## src/rtl/i2c_bit_if.sv

```systemverilog
// Command handshake and open-drain pin bundle between the codec init sequencer
// and the I2C bit engine; the engine takes the slave side of the handshake.
interface i2c_bit_if;
  logic [1:0] cmd;
  logic       stb;
  logic [7:0] data_in;
  logic       ack_in;
  logic [7:0] data_out;
  logic       ack_out;
  logic       ready;
  logic       scl_oe;
  logic       sda_oe;
  logic       sda_i;

  modport master (
    output cmd, stb, data_in, ack_in, sda_i,
    input  data_out, ack_out, ready, scl_oe, sda_oe
  );

  modport slave (
    input  cmd, stb, data_in, ack_in, sda_i,
    output data_out, ack_out, ready, scl_oe, sda_oe
  );
endinterface

```

## src/rtl/i2c_bit_engine.sv

```systemverilog
// Byte-level I2C master: START/STOP/WRITE/READ commands become quarter-bit
// sequenced open-drain enables for SCL and SDA, all outputs registered.
module i2c_bit_engine #(
  parameter int DW = 4
) (
  input  logic     clk,
  input  logic     rst,
  i2c_bit_if.slave bus
);

  typedef enum logic [2:0] {
    S_IDLE,
    S_START,
    S_STOP,
    S_WRITE,
    S_READ
  } state_t;

  state_t        state, state_nxt;
  logic [DW-1:0] div;
  logic [1:0]    phase, phase_nxt;
  logic [3:0]    bit_cnt, bit_nxt;
  logic          ready_q;

  logic          accept;
  logic          phase_end;
  logic          cmd_end;
  logic          enter;
  logic          sample;

  logic [7:0]    tx_sh;
  logic          ack_r;
  logic [2:0]    tx_idx;
  logic          tx_bit;

  logic          scl_q, sda_q;
  logic          scl_nxt, sda_nxt;
  logic [7:0]    rx_q;
  logic          ack_q;

  assign accept    = bus.stb && ready_q;
  assign phase_end = (state != S_IDLE) && (div == '1);
  assign cmd_end   = phase_end && (phase == 2'd3) &&
                     ((state == S_START) || (state == S_STOP) || (bit_cnt == 4'd8));
  assign sample    = phase_end && (phase == 2'd2) &&
                     ((state == S_WRITE) || (state == S_READ));

  // State register: control only, divider free-runs only while a command is active
  always_ff @(posedge clk) begin
    if (rst) begin
      state   <= S_IDLE;
      phase   <= 2'd0;
      bit_cnt <= 4'd0;
      div     <= '0;
      ready_q <= 1'b1;
    end else begin
      state   <= state_nxt;
      phase   <= phase_nxt;
      bit_cnt <= bit_nxt;
      ready_q <= (state_nxt == S_IDLE);
      if (accept || (state == S_IDLE))
        div <= '0;
      else
        div <= div + DW'(1);
    end
  end

  // Next-state: accept a command, step quarter-bit phases, or finish
  always_comb begin
    state_nxt = state;
    phase_nxt = phase;
    bit_nxt   = bit_cnt;
    enter     = 1'b0;
    if (accept) begin
      enter     = 1'b1;
      phase_nxt = 2'd0;
      bit_nxt   = 4'd0;
      case (bus.cmd)
        2'b00:   state_nxt = S_START;
        2'b01:   state_nxt = S_STOP;
        2'b10:   state_nxt = S_WRITE;
        default: state_nxt = S_READ;
      endcase
    end else if (cmd_end) begin
      state_nxt = S_IDLE;
      phase_nxt = 2'd0;
      bit_nxt   = 4'd0;
    end else if (phase_end) begin
      enter     = 1'b1;
      phase_nxt = phase + 2'd1;
      if (phase == 2'd3)
        bit_nxt = bit_cnt + 4'd1;
    end
  end

  // The transmit bit for the phase being entered; on accept the shift register
  // is not loaded yet, so the MSB comes straight from the command bus.
  assign tx_idx = 3'd7 - bit_nxt[2:0];
  assign tx_bit = accept ? bus.data_in[7] : tx_sh[tx_idx];

  // Output logic: line levels applied on entry to each phase, held otherwise
  always_comb begin
    scl_nxt = scl_q;
    sda_nxt = sda_q;
    if (enter) begin
      case (state_nxt)
        S_START: begin
          case (phase_nxt)
            2'd0:    sda_nxt = 1'b0;
            2'd1:    scl_nxt = 1'b0;
            2'd2:    sda_nxt = 1'b1;
            default: scl_nxt = 1'b1;
          endcase
        end
        S_STOP: begin
          case (phase_nxt)
            2'd0:    sda_nxt = 1'b1;
            2'd1:    scl_nxt = 1'b0;
            2'd2:    sda_nxt = 1'b0;
            default: ;
          endcase
        end
        S_WRITE, S_READ: begin
          case (phase_nxt)
            2'd0: begin
              if (bit_nxt[3])
                sda_nxt = (state_nxt == S_READ) ? ~ack_r : 1'b0;
              else
                sda_nxt = (state_nxt == S_WRITE) ? ~tx_bit : 1'b0;
            end
            2'd1:    scl_nxt = 1'b0;
            2'd2:    ;
            default: scl_nxt = 1'b1;
          endcase
        end
        default: ;
      endcase
    end
  end

  // Output registers: pin enables and the SDA capture taken at the end of P2
  always_ff @(posedge clk) begin
    if (rst) begin
      scl_q <= 1'b0;
      sda_q <= 1'b0;
      rx_q  <= 8'h00;
      ack_q <= 1'b0;
    end else begin
      scl_q <= scl_nxt;
      sda_q <= sda_nxt;
      if (sample) begin
        if (!bit_cnt[3])
          rx_q <= {rx_q[6:0], bus.sda_i};
        else if (state == S_WRITE)
          ack_q <= bus.sda_i;
      end
    end
  end

  always_ff @(posedge clk) begin
    if (accept) begin
      tx_sh <= bus.data_in;
      ack_r <= bus.ack_in;
    end
  end

  assign bus.scl_oe   = scl_q;
  assign bus.sda_oe   = sda_q;
  assign bus.data_out = rx_q;
  assign bus.ack_out  = ack_q;
  assign bus.ready    = ready_q;

endmodule

```

## src/flat_wrapper.sv

```systemverilog
// flat-port wrapper written by rule: the top's interface ports become plain ports
module i2c_bit_engine_flat 
#(
  parameter int DW = 4
)
  (clk, rst, bus_cmd, bus_stb, bus_data_in, bus_ack_in, bus_sda_i, bus_data_out, bus_ack_out, bus_ready, bus_scl_oe, bus_sda_oe);
  i2c_bit_if bus_i ();
  input  logic clk;
  input  logic rst;
  input wire logic [$bits(bus_i.cmd)-1:0] bus_cmd;
  input wire logic [$bits(bus_i.stb)-1:0] bus_stb;
  input wire logic [$bits(bus_i.data_in)-1:0] bus_data_in;
  input wire logic [$bits(bus_i.ack_in)-1:0] bus_ack_in;
  input wire logic [$bits(bus_i.sda_i)-1:0] bus_sda_i;
  output wire logic [$bits(bus_i.data_out)-1:0] bus_data_out;
  output wire logic [$bits(bus_i.ack_out)-1:0] bus_ack_out;
  output wire logic [$bits(bus_i.ready)-1:0] bus_ready;
  output wire logic [$bits(bus_i.scl_oe)-1:0] bus_scl_oe;
  output wire logic [$bits(bus_i.sda_oe)-1:0] bus_sda_oe;
  assign bus_i.cmd = bus_cmd;
  assign bus_i.stb = bus_stb;
  assign bus_i.data_in = bus_data_in;
  assign bus_i.ack_in = bus_ack_in;
  assign bus_i.sda_i = bus_sda_i;
  assign bus_data_out = bus_i.data_out;
  assign bus_ack_out = bus_i.ack_out;
  assign bus_ready = bus_i.ready;
  assign bus_scl_oe = bus_i.scl_oe;
  assign bus_sda_oe = bus_i.sda_oe;
  i2c_bit_engine #(.DW(DW)) u_core (.clk(clk), .rst(rst), .bus(bus_i));
endmodule
```

## config.mk

```make
export PLATFORM = sky130hd
export DESIGN_NAME = i2c_bit_engine_flat
export DESIGN_NICKNAME = d
export VERILOG_FILES = /design/src/rtl/i2c_bit_if.sv /design/src/rtl/i2c_bit_engine.sv /design/src/flat_wrapper.sv
export SDC_FILE = /design/constraint.sdc
export NUM_CORES = 1
export LEC_CHECK = 0
export CORE_MARGIN = 2
export CORE_UTILIZATION = 49
export DETAILED_ROUTE_END_ITERATION = 8
export PLACE_DENSITY_LB_ADDON = 0.05
export RECOVER_POWER = 25
export SLEW_MARGIN = 20
export SYNTH_ARGS = -nofsm -noshare
export SYNTH_HDL_FRONTEND = slang
export SYNTH_SLANG_ARGS = --single-unit
```

## constraint.sdc

```tcl
create_clock -name clk -period 2.4 [get_ports clk]
set_input_delay 0.24 -clock clk [delete_from_list [all_inputs] [get_ports clk]]
set_output_delay 0.24 -clock clk [all_outputs]
set_load 0.005 [all_outputs]
```

# Yosys cells after proc, flatten, opt, wreduce, memory -nomap -nowiden
# Index checks and enable logic that the tools add are counted.
dict set report op_classes {
  n_addsub 4
  n_mul 0
  n_div 0
  magnitude_cmp 1
  eq_ne 21
  shift 0
  muxes 26
  bitwise_logic 3
  reduce_logical 25
}
# operator count
set op_table {}
lappend op_table {{2-to-1 mux 4 bit} 4}
lappend op_table {{== test 3 x 2 -> 1 bit, second input constant} 4}
lappend op_table {{2-to-1 mux 1 bit} 10}
lappend op_table {{case mux 3 bit (3 select lines)} 1}
lappend op_table {{adder 4 x 1 -> 4 bit, second input constant} 2}
lappend op_table {{== test 2 bit, second input constant} 4}
lappend op_table {{== test 4 bit, second input constant} 2}
lappend op_table {{case mux 1 bit (2 select lines)} 4}
lappend op_table {{== test 3 x 1 -> 1 bit, second input constant} 2}
lappend op_table {{== test 3 bit, second input constant} 2}
lappend op_table {{logical AND 1 bit} 6}
lappend op_table {{logical NOT 3 bit} 2}
lappend op_table {{2-to-1 mux 2 bit} 3}
lappend op_table {{2-to-1 mux 3 bit} 2}
lappend op_table {{!= test 3 x 1 -> 1 bit, second input constant} 2}
lappend op_table {{nonzero test 3 bit} 2}
lappend op_table {{OR reduction 2 bit} 3}
lappend op_table {{AND reduction 5 bit} 1}
lappend op_table {{== test 2 x 1 -> 1 bit, second input constant} 2}
lappend op_table {{logical NOT 2 bit} 2}
lappend op_table {{logical OR 1 bit} 4}
lappend op_table {{less-than comparator 3 x 4 -> 1 bit, second input constant} 1}
lappend op_table {{!= test 2 x 1 -> 1 bit, second input constant} 2}
lappend op_table {{AND reduction 4 bit} 1}
lappend op_table {{other kinds (10)} 12}
dict set report word_totals {
  ff_bits 34
  latchBits 0
  ramBits 0
  romBits 0
  in_bits 15
  out_inout_bits 12
  elab_cells 91
  n_memories 0
}

# Logic depth before layout (Yosys ltp)
dict set report depth {
  word_depth 15
  ltp_mapped 12
  ltp_nobuf 10
}

# Worst setup path before layout
# No wires, ideal clock.
dict set report synth_timing {
  path_kind {register to register}
  start {reg u_core.bit_cnt[0]}
  end {reg u_core.sda_q, in the netlist u_core.bus.sda_oe}
  setup_ns 0.091
  arrival_time_ns 2.284
  required_ns 2.309
  path_slack_ns 0.025
  stages_incl_launch_ff 13
  path_buffers 2
  period_less_slack_ns 2.375
  cell_sequence {dfxtp_1 clkbuf_1 inv_1 ha_1 nand2_1 o22ai_4 buf_6 nor3b_2 mux2i_1 or4_1 nor3_2 nor3_1 a311oi_1}
}
dict set report synth_between {
  elab_chain_len 14
  elab_cells_between_ends 38
  cone_classes {add/sub: 2; eq/ne: 9; mux: 20; bitwise: 1; reduce/logical: 6}
}
# element line
set synth_rtl {}
lappend synth_rtl {{start, declared} i2c_bit_engine.sv:22} ;# logic [3:0] bit_cnt, bit_nxt;
lappend synth_rtl {{start signal, assigned} i2c_bit_engine.sv:59} ;# bit_cnt <= bit_nxt;
lappend synth_rtl {{adder 4 x 1 -> 4 bit or == test 4 bit (tied branches)} {i2c_bit_engine.sv:92, i2c_bit_engine.sv:44}}
lappend synth_rtl {{2-to-1 mux 4 bit or logical OR 1 bit (tied branches)} {i2c_bit_engine.sv:91, i2c_bit_engine.sv:44}}
lappend synth_rtl {{2-to-1 mux 4 bit or logical AND 1 bit (tied branches)} {i2c_bit_engine.sv:88, i2c_bit_engine.sv:43}}
lappend synth_rtl {{2-to-1 mux 4 bit} i2c_bit_engine.sv:84} ;# end else if (cmd_end) begin
lappend synth_rtl {{2-to-1 mux 4 bit} i2c_bit_engine.sv:74} ;# if (accept) begin
lappend synth_rtl {{subtractor 3 bit} i2c_bit_engine.sv:98} ;# assign tx_idx = 3'd7 - bit_nxt[2:0];
lappend synth_rtl {{binary-select mux 1 bit (select 3 bit)} i2c_bit_engine.sv:99} ;# assign tx_bit = accept ? bus.data_in[7] : tx_sh[tx_idx];
lappend synth_rtl {{2-to-1 mux 1 bit (not written as such)} i2c_bit_engine.sv:99}
lappend synth_rtl {{2-to-1 mux 1 bit} i2c_bit_engine.sv:99}
lappend synth_rtl {{inverter 1 bit} i2c_bit_engine.sv:129} ;# sda_nxt = (state_nxt == S_WRITE) ? ~tx_bit : 1'b0;
lappend synth_rtl {{2-to-1 mux 1 bit} i2c_bit_engine.sv:129}
lappend synth_rtl {{2-to-1 mux 1 bit} i2c_bit_engine.sv:126} ;# if (bit_nxt[3])
lappend synth_rtl {{2-to-1 mux 1 bit} i2c_bit_engine.sv:124} ;# case (phase_nxt)
lappend synth_rtl {{case mux 1 bit (3 select lines)} i2c_bit_engine.sv:106} ;# case (state_nxt)
lappend synth_rtl {{end signal, assigned} i2c_bit_engine.sv:150} ;# sda_q <= sda_nxt;
lappend synth_rtl {{end, declared} i2c_bit_engine.sv:36} ;# logic scl_q, sda_q;
# Several ways; a longest one is shown, not always the timed one. The select of a mux whose other input is x is not followed.
# A chain may end at the register's enable or synchronous reset.

# Final worst setup path
dict set report layout_timing {
  start {reg u_core.state[1]}
  end {reg u_core.sda_q, in the netlist u_core.bus.sda_oe}
}
dict set report layout_between {
  elab_chain_len 15
  elab_cells_between_ends 43
  cone_classes {add/sub: 1; eq/ne: 10; mux: 21; bitwise: 1; reduce/logical: 10}
}
# element line
set layout_rtl {}
lappend layout_rtl {{start, declared} i2c_bit_engine.sv:19} ;# state_t state, state_nxt;
lappend layout_rtl {{start signal, assigned} i2c_bit_engine.sv:57} ;# state <= state_nxt;
lappend layout_rtl {{== test 3 x 1 -> 1 bit, or another cell as far along} i2c_bit_engine.sv:44} ;# ((state == S_START) || (state == S_STOP) || (bit_cnt == 4'd8));
lappend layout_rtl {{logical OR 1 bit or logical AND 1 bit (tied branches)} {i2c_bit_engine.sv:44, i2c_bit_engine.sv:42}}
lappend layout_rtl {{logical OR 1 bit or logical AND 1 bit (tied branches)} {i2c_bit_engine.sv:44, i2c_bit_engine.sv:43}}
lappend layout_rtl {{logical AND 1 bit} i2c_bit_engine.sv:43} ;# assign cmd_end = phase_end && (phase == 2'd3) &&
lappend layout_rtl {{2-to-1 mux 4 bit} i2c_bit_engine.sv:84}
lappend layout_rtl {{2-to-1 mux 4 bit} i2c_bit_engine.sv:74}
lappend layout_rtl {{subtractor 3 bit} i2c_bit_engine.sv:98}
lappend layout_rtl {{binary-select mux 1 bit (select 3 bit)} i2c_bit_engine.sv:99}
lappend layout_rtl {{2-to-1 mux 1 bit (not written as such)} i2c_bit_engine.sv:99}
lappend layout_rtl {{2-to-1 mux 1 bit} i2c_bit_engine.sv:99}
lappend layout_rtl {{inverter 1 bit} i2c_bit_engine.sv:129}
lappend layout_rtl {{2-to-1 mux 1 bit} i2c_bit_engine.sv:129}
lappend layout_rtl {{2-to-1 mux 1 bit} i2c_bit_engine.sv:126}
lappend layout_rtl {{2-to-1 mux 1 bit} i2c_bit_engine.sv:124}
lappend layout_rtl {{case mux 1 bit (3 select lines)} i2c_bit_engine.sv:106}
# Several ways; a longest one is shown, not always the timed one. The select of a mux whose other input is x is not followed.

==> flow_summary.ini <==
[timing]
relSlewSlack_pct = 67.0
fin_crit_sh_pct = 93.7
fin_crit_ns = 2.25
finalSetupViolations = 0
drv_slew = 0
fmax_mhz = 445
hold_viol = 0
worst_pin_slew_ns = 0.493
fin_skew_ns = 0.00567
whs_ns = 0.451
fin_setup_tns_ns = 0

[yosys]
netlist_instances = 192
synth_flop_cell = dfxtp_1
synth-seq-cells = 34
synth-edff-count = 9
async_reset_ff_share_pct = 0
synth_cell_types = 56
synthesis.area_um2 = 1870
syn_nets = 215
yosysWarnings = 0
synth_area_per_cell_um2 = 9.76
synth.area.top_cells = dfxtp_1, edfxtp_1, mux2i_1, nor2_1, ha_1
synth_largest_area_cell = dfxtp_1
yosysTopAreaCellShare_pct = 26.7
synth-seq-area-share_pct = 41.1

[clock_tree]
cts_buffer_depth = 2
htree_levels = 2
clk_latency_ns = 0.29
hold_buffers = 0
cts_tree = yes
clk_pin_slew_ns = 0.07
clock-sinks = 34
cts_root_buffer = clkbuf_8
numCtsBuffers = 5

[die]
start_util_pct = 51.2
die_h_um = 65.8
boundaryPins = 27
die_x_um = 65.8
dieArea_um2 = 4340
core_area_um2 = 3660
rows = 22

[route]
drt_pass1_iterations = 4
vias = 1603
detail_route.iter0.violations = 119
route.detailed.drc = 0
ant_nets = 0
drt-total-wl_mm = 4.33
routedWlPerCell_um = 15.4
viasPerCell = 5.68

[global_routing]
grt-ovfl-total = 0
use_met1_pct = 25.7
use_met3_pct = 6.47
busiest_layer = met2
grt.met2_usage_pct = 35.5
grt_use_total_pct = 21.4
grt_max_degree = 20
grt_first_pass_wirelength_mm = 6.91
antenna_found_initial = 0
grt_pass1_vias = 1495

[worst_setup_path]
slowest_delay_ns = 0.44
rrSetupSlack_ns = 0.15
crit_chain = or3_4 -> and2_4 -> buf_4 -> o21ai_2 -> mux2i_1 -> or4_4 -> nor3_2 -> nor3_1 -> a311oi_1
setup.worst_path.start_class = flip-flop
crit_path_top_delay_cell = or3_4
crit_path_end_kind = flip-flop
path_max_fanout = 11
cp.required_ns = 2.60
critPathKind = reg2reg
reg2reg_to = u_core.bus.sda_oe
ff2ff_path_depth = 9
worstPathArrival_ns = 2.45
rr_startpoint = u_core.state[1]

[placement]
numPortBuffers = 26
place_hpwl_mm = 3.06
gp_congestion = 0.880

[layout]
antenna_cells = 0
flow.area_growth_from_synthesis_pct = 26.2
design.final.nets = 256
post-route-util_pct = 64.6
final_layout_size_suffix_gt1_share_pct = 20.1

[hold_path]
hp-start = u_core.div[0]
min_path_cells = 1
min_to = u_core.div[0]
min_path_type = reg2reg

[pwr]
leakagePower_nw = 0.946
power_frac_seq_pct = 46.1
p_sw_share_pct = 25.4
powerDensity_nw_per_um2 = 582
internal-power_w = 0.00103
pwr-share-comb_pct = 15.9
p_total_w = 0.00138
ir_drop_mv = 0.388
clkPwrFrac_pct = 38.0
p_sw_w = 0.000350

[flow_run]
drv_cap = 0

[status]
status = finished, final reports clean
## cell families (layout without fill, tap and decap cells)
family	after synthesis	after routing	synth area share, %
xor gates and xnor gates	4	4	1.87
AOI/OAI and AO/OA	39	39	17.2
adders and majority gates	8	8	5.34
muxes	15	15	8.14
DFF	34	34	41.1
buffers and inverters	14	56	5.47
and+or+nand+nor	78	78	20.9
## flip-flops by register name, summed over array words and instances, names as in the netlist, 2 cells and up
| name | flops |
|---|---|
| u_core.div | 4 |
| u_core.bus.data_out | 8 |
| u_core.phase | 2 |
| u_core.state | 3 |
| u_core.tx_sh | 8 |
| u_core.bit_cnt | 4 |
## placed cells by master (no fill, tap or decap), types with 7 or more instances in the layout
cell              n
nand3_1           7
buf_4            16
nand2_1          12
mux2i_1          13
dfxtp_1          21
dlygate4sd3_1    10
ha_1              7
edfxtp_1          9
clkdlybuf4s50_1  16
nor3_1           10
nor2_1           28
## power by group through the flow
| stage | registers, W | logic [W] | clock network [W] |
|---|---|---|---|
| final | 0.000634 | 0.000219 | 0.000523 |
| after global routing | 0.000636 | 0.000239 | 0.000555 |
| after CTS | 0.000633 | 0.000206 | 0.000530 |
| after detailed placement | 0.000646 | 0.000205 | 0 |
| after global placement | 0.000645 | 0.000200 | 0 |
| after floorplan | 0.000639 | 0.000148 | 0 |
## timing repair
item                       CTS  global route
resized for setup            0            10
buffers inserted             0             7
setup endpoints to repair    0             2
## worst max path at each step
stage | depth (start not counted) | to | from | slack, ns
after floorplan | 12 | u_core.bus.sda_oe | u_core.bit_cnt[0] | 0.03
after global placement | 9 | u_core.bus.sda_oe | u_core.phase[1] | 0.09
after detailed placement | 8 | u_core.bus.sda_oe | bus_cmd[1] | 0.004
after CTS | 9 | u_core.bus.sda_oe | u_core.phase[1] | 0.002
after global routing | 9 | u_core.bus.sda_oe | u_core.div[0] | -0.05
final | 9 | u_core.bus.sda_oe | u_core.state[1] | 0.15
## worst max-delay path: cells and delay by family, from the launching register on
kind                   cells  cell delay, ns
AOI/OAI and AO/OA          2            0.27
buffers and inverters      1            0.15
DFF                        1            0.36
muxes                      1            0.11
and+or+nand+nor            5            1.27
## synthesized netlist by cell type, drive strengths merged (4+ instances only)
cell / number
nor2: 29
dfxtp: 25
mux2i: 13
nand2: 13
nor3: 11
edfxtp: 9
a21oi: 8
ha: 8
nand3: 7
o21ai: 7
inv: 6
buf: 4
clkbuf: 4
## final cells by class
class	count	area, um^2
tap	48	60.1
multi-input combinational	144	1020
timing repair buffer	42	380
clock inverter	1	30.0
inverter	6	22.5
sequential	34	776
clock buffer	7	76.3
fill	306	1300
## per-layer routing
metal  up-vias  share of wire [%]
li1        790                  -
met1       756                 45
met2        49                 48
met3         8                5.3
met4         0                2.0
met5         -                  0
## through the flow
| step | instances | worst slack (ns) | area [um^2] |
|---|---|---|---|
| 2_1_floorplan | 192 | 0.0250 | 1870 |
| 3_3_place_gp | 267 | 0.0855 | 2180 |
| 3_5_place_dp | 267 | 0.00414 | 2180 |
| 4_1_cts | 275 | 0.00213 | 2290 |
| 5_1_grt | 282 | -0.0477 | 2360 |
| 6_report | 282 | 0.152 | 2360 |
No activity file was read; power rests on OpenSTA's default activity.
